<file path="src/rtl/nor_srff_bank.sv">
// -----------------------------------------------------------------------------
// nor_srff_bank
//
// A bank of CH independent, clocked set/reset latches. Each channel behaves like
// a cross-coupled NOR SR latch that is sampled on the clock. It adds:
//   - a configurable policy for set and clr arriving together,
//   - a minimum-high hold time: once q rises, a clear is deferred (pend) until
//     q has been high for MIN_HIGH cycles,
//   - registered rise/fall edge pulses,
//   - bank-wide conflict statistics (saturating counter + sticky flag).
//
// Parameters
//   CH            number of channels (1..32)
//   CONFLICT_MODE set&clr together: 0 hold, 1 set wins, 2 clr wins, 3 toggle
//   MIN_HIGH      minimum cycles q stays high before a clear may land (0..255)
//   CW            width of conflict_cnt
//
// Ports
//   clk             clock, all state updates on the rising edge
//   rst             synchronous active-high reset, overrides every other input
//   en              global update enable; 0 freezes q, pend and hold counters
//   set, clr        per-channel set / clear requests
//   clr_stat        clears conflict_cnt / conflict_sticky
//   q, qn           latch state and its complement
//   rise, fall      one-cycle pulses for 0->1 / 1->0 on the last edge
//   pend            clear accepted but waiting for the hold time to expire
//   conflict_cnt    saturating count of channel-cycles with set&clr while en=1
//   conflict_sticky set once any conflict is seen
// -----------------------------------------------------------------------------
module nor_srff_bank #(
    parameter int CH            = 8,
    parameter int CONFLICT_MODE = 0,
    parameter int MIN_HIGH      = 0,
    parameter int CW            = 8
) (
    input  logic          clk,
    input  logic          rst,
    input  logic          en,
    input  logic [CH-1:0] set,
    input  logic [CH-1:0] clr,
    input  logic          clr_stat,
    output logic [CH-1:0] q,
    output logic [CH-1:0] qn,
    output logic [CH-1:0] rise,
    output logic [CH-1:0] fall,
    output logic [CH-1:0] pend,
    output logic [CW-1:0] conflict_cnt,
    output logic          conflict_sticky
);

    localparam logic [7:0] HOLD_LOAD = 8'(MIN_HIGH);

    // Popcount width: enough for up to 32 channels.
    localparam int PW = 6;
    // Adder width wide enough that cnt + popcount never overflows before
    // saturation is applied, even for very narrow CW.
    localparam int SW = CW + PW;
    localparam logic [SW-1:0] CNT_MAX = {{PW{1'b0}}, {CW{1'b1}}};

    // -------------------------------------------------------------------------
    // Per-channel latch
    // -------------------------------------------------------------------------
    for (genvar gi = 0; gi < CH; gi++) begin : g_ch
        logic       q_reg;
        logic       pend_reg;
        logic       rise_reg;
        logic       fall_reg;
        logic [7:0] hold_reg;

        logic       s_eff;
        logic       c_eff;
        logic       q_next;
        logic       pend_next;
        logic [7:0] hold_dec;
        logic [7:0] hold_next;

        always_comb begin
            // Map the raw request pair onto an effective set or clear.
            s_eff = set[gi] & ~clr[gi];
            c_eff = clr[gi] & ~set[gi];
            if (set[gi] && clr[gi]) begin
                case (CONFLICT_MODE)
                    1: s_eff = 1'b1;
                    2: c_eff = 1'b1;
                    3: begin
                        // Toggle: a toggle from 1 is a clear and so still
                        // respects the hold time.
                        s_eff = ~q_reg;
                        c_eff = q_reg;
                    end
                    default: ;  // hold: behave like an idle cycle
                endcase
            end

            hold_dec  = (hold_reg == 8'd0) ? 8'd0 : hold_reg - 8'd1;
            q_next    = q_reg;
            pend_next = pend_reg;
            hold_next = hold_dec;

            if (s_eff) begin
                q_next    = 1'b1;
                pend_next = 1'b0;
                if (!q_reg) begin
                    hold_next = HOLD_LOAD;
                end
            end else if (q_reg && (c_eff || pend_reg)) begin
                // The clear lands on the edge where the hold counter reaches
                // zero, so q stays high for exactly MIN_HIGH cycles minimum.
                if (hold_dec == 8'd0) begin
                    q_next    = 1'b0;
                    pend_next = 1'b0;
                end else begin
                    pend_next = 1'b1;
                end
            end
        end

        always_ff @(posedge clk) begin
            if (rst) begin
                q_reg    <= 1'b0;
                pend_reg <= 1'b0;
                hold_reg <= 8'd0;
                rise_reg <= 1'b0;
                fall_reg <= 1'b0;
            end else if (en) begin
                q_reg    <= q_next;
                pend_reg <= pend_next;
                hold_reg <= hold_next;
                rise_reg <= q_next & ~q_reg;
                fall_reg <= ~q_next & q_reg;
            end else begin
                rise_reg <= 1'b0;
                fall_reg <= 1'b0;
            end
        end

        assign q[gi]    = q_reg;
        assign pend[gi] = pend_reg;
        assign rise[gi] = rise_reg;
        assign fall[gi] = fall_reg;
    end

    assign qn = ~q;

    // -------------------------------------------------------------------------
    // Conflict statistics
    // -------------------------------------------------------------------------
    logic [PW-1:0] conflict_pop;
    logic [SW-1:0] sum_base;
    logic [SW-1:0] sum;
    logic [CW-1:0] cnt_reg;
    logic [CW-1:0] cnt_next;
    logic          sticky_reg;
    logic          sticky_next;

    always_comb begin
        conflict_pop = '0;
        if (en) begin
            for (int i = 0; i < CH; i++) begin
                conflict_pop = conflict_pop + PW'(set[i] & clr[i]);
            end
        end
    end

    always_comb begin
        // clr_stat restarts from zero but still counts this cycle's conflicts.
        sum_base    = clr_stat ? '0 : {{PW{1'b0}}, cnt_reg};
        sum         = sum_base + {{CW{1'b0}}, conflict_pop};
        cnt_next    = (sum > CNT_MAX) ? {CW{1'b1}} : sum[CW-1:0];
        sticky_next = (clr_stat ? 1'b0 : sticky_reg) | (conflict_pop != '0);
    end

    always_ff @(posedge clk) begin
        if (rst) begin
            cnt_reg    <= '0;
            sticky_reg <= 1'b0;
        end else begin
            cnt_reg    <= cnt_next;
            sticky_reg <= sticky_next;
        end
    end

    assign conflict_cnt    = cnt_reg;
    assign conflict_sticky = sticky_reg;

endmodule

</file>
<file path="config.mk">
export PLATFORM = sky130hd
export DESIGN_NAME = nor_srff_bank
export DESIGN_NICKNAME = d
export VERILOG_FILES = /design/src/rtl/nor_srff_bank.sv
export SDC_FILE = /design/constraint.sdc
export NUM_CORES = 1
export LEC_CHECK = 0
export ABC_CLOCK_PERIOD_IN_PS = 6350
export CAP_MARGIN = 20
export CORE_AREA = 3 3 119 121
export DETAILED_ROUTE_END_ITERATION = 10
export DIE_AREA = 0 0 122 124
export MAX_ROUTING_LAYER = met4
export PLACE_DENSITY_LB_ADDON = 0.15
export SYNTH_ARGS = -nofsm -noshare
export SYNTH_HDL_FRONTEND = slang
export SYNTH_SLANG_ARGS = --single-unit
export TNS_END_PERCENT = 50
</file>
<file path="constraint.sdc">
create_clock -name clk -period 6.35 [get_ports clk]
set_clock_uncertainty 0.1 [all_clocks]
set_input_delay 1.5875 -clock clk [delete_from_list [all_inputs] [get_ports clk]]
set_output_delay 1.5875 -clock clk [all_outputs]
set_load 0.01 [all_outputs]
</file>
==> run metrics <==
post-synthesis register bit count=roughly 110; final hold vios=0; Post-route DRC=0; minimum clock period=just over 6000 ps; Post-Synthesis Mean Instance Area=about 8.0 sq um; largest net degree at the start of global routing=between 60 and 70; htree depth=3; # IOs=between 60 and 70; Synth Net Count=a little under 900; number of vias per cell=5.76; first-pass GRT wire length=approximately 25 mm; Final Non-Filler Cells=just over 1k; Overflow after GRT=0; status=finished, final reports clean; dominant synthesized flop cell=dfxtp_1; Place WS=-114 ps; CTS tree=yes; DR vias=5863; Synth Cell Area=0.00658 sq mm; Post-synth EDFFs=0; PnR worst setup slack=253 ps; max reg flops=64; Hold WS=between 300 and 400 ps; DP HPWL=10.9 mm; setup_tns=0 ps; Critical Path AT=roughly 6200 ps; Final Util=0.559; met2 usage=0.336; Clk Latency, worst-skew pair=about 360 ps; total die area=0.0151 sq mm; CP Capture Type=flop; ranking of synthesized cells by instance count=nor2_1, dfxtp_1, a21oi_1; Sequential Power Share=0.326; gpl congestion=0.878; Hold Path Class=flop to flop; final worst path period share=0.960; post-synth top area share=0.319; site row count=42; cell-internal power=1700 uW; Mapped Cells=between 800 and 900; clock-pin transition on the worst setup and hold timing paths=about 60 ps; Die Y=124 microns; share of cells above drive strength 1=0.0665; largest cells by area after synthesis=dfxtp_1, nor2_1, a21oi_1; Worst EP required=about 6500 ps; Post-synth ARST share=0; max-slew violations=0; vias in the first global route=roughly 5.4k; Port-buffer cells=just under 70; Distinct cells, synth=80; most instantiated library cell after synthesis=nor2_1; sequential share of the synthesized area=0.319; Max-Cap Viols=0; VDD IR max=0.000259 V; met3 Usage GRT=0.0300; Worst-Margin Slew=around 850 ps; Placed Cells=1002; initial antenna violation count=0; CTS Buffer Depth=2; power share of the clock group=0.187; Relative slew margins=0.431; GRT busiest layer=met2; area delta synth->final=12.0%; Starting Density=0.499; Syn. warnings=0; root buffer cell=clkbuf_16; pwr dens=just under 400 mW/mm^2; combinational fraction of design power=0.486; Final ANT Viol Nets=0; kind of critical path=input port to flop; Setup-failing EPs final=0; Max FO, Critical Path=4; Sw Ratio=0.417; CTS Buf Count=9; RSZ-0062 raised after global routing=no; Highest Clock Rate=around 160 MHz; Post-CTS Setup Bufs=0; grt met1 use=0.262; die extent in x=roughly 120 microns; # clock sinks=~110; Core ar.=roughly 0.013 sq mm; DR WL/cell=roughly 15 microns; leading area contributor after synthesis=dfxtp_1; Psw=~1200 uW; CP Launch Type=input port; drt pass-1 iters=4; GRT Overall Usage=0.209; n_diodes=0; Routed WL=15.3 mm; Initial DRC Count=roughly 370; fin nets=885; LEAKAGE=between 0.002 and 0.003 uW
-- placed cells by master (no fill, tap or decap), types with 11 or more instances in the layout --
master           synthesis  layout
nor3_1                  28      28
nand2_1                 50      50
inv_1                   40      40
clkdlybuf4s50_1          0      66
dfxtp_1                105     105
nor2_1                 122     122
a311oi_1                11      11
o21ai_0                 39      39
nor2b_1                 25      25
nor4_1                  11      11
ha_1                    23      23
a21oi_1                 64      64
a31oi_1                 21      21
-- worst paths after layout --
path / slack [ps] / cells past startpoint / endpoint / startpoint
setup / recovery: 250 / 16 / conflict_cnt[5] / clr[0]
hold reg to reg: 390 / 2 / g_ch[3].hold_reg[7] / g_ch[3].hold_reg[7]
hold / removal: 390 / 2 / g_ch[3].hold_reg[7] / g_ch[3].hold_reg[7]
setup reg to reg: 4100 / 7 / g_ch[2].fall_reg / g_ch[2].hold_reg[0]
-- stage by stage --
step	area, sq um	power [uW]
CTS	7370	2920
global placement	7080	2310
finish	7370	2910
global route	7370	3160
floorplan	6580	2080
detailed placement	7080	2360
-- cell families (layout without fill, tap and decap cells) --
group / Yosys count / in the layout / synth area share
buffers and inverters: 109 / 130 / 0.0899
AOI/OAI and AO/OA: 216 / 216 / 0.219
muxes: 9 / 9 / 0.0160
adders and majority gates: 29 / 29 / 0.0605
and+or+nand+nor: 339 / 339 / 0.277
DFF: 105 / 105 / 0.319
xor gates and xnor gates: 14 / 14 / 0.0186
-- power by group through the flow --
stage | clock [uW] | combinational, uW | sequential, uW
2_1_floorplan | 0 | 1170 | 904
3_3_place_gp | 0 | 1360 | 956
3_5_place_dp | 0 | 1400 | 961
4_1_cts | 560 | 1410 | 946
5_1_grt | 587 | 1590 | 975
6_report | 545 | 1410 | 950
-- critical path, stage by stage --
cell	delay, ps
clkdlybuf4s50_1	460
and2_1	210
fa_1	550
inv_1	60
fa_1	510
fa_1	570
inv_1	50
ha_1	220
fa_1	420
and2_1	210
fa_1	460
a21o_1	180
a21oi_1	270
nand4bb_1	200
nand4_1	100
and3b_1	190
-- routing by layer --
metal	part of all wire	vias to the layer above
li1	-	2947
met1	0.47	2753
met2	0.46	137
met3	0.042	26
met4	0.025	0
met5	0	-
-- area by class of cell --
class,instances,area [sq um]
Clock buffer,12,267
Sequential cell,105,2100
Clock inverter,4,26.3
Fill cell,1229,5820
Multi-Input combinational cell,607,3890
Tap cell,176,220
Inverter,40,150
Timing Repair Buffer,74,716
-- timing repair --
| action | in CTS | in global routing |
|---|---|---|
| hold buffers | 0 | 0 |
| setup endpoints to repair | 0 | 1 |
| gates resized for setup | 0 | 1 |
Note: power is estimated with default switching activity, not from simulation.
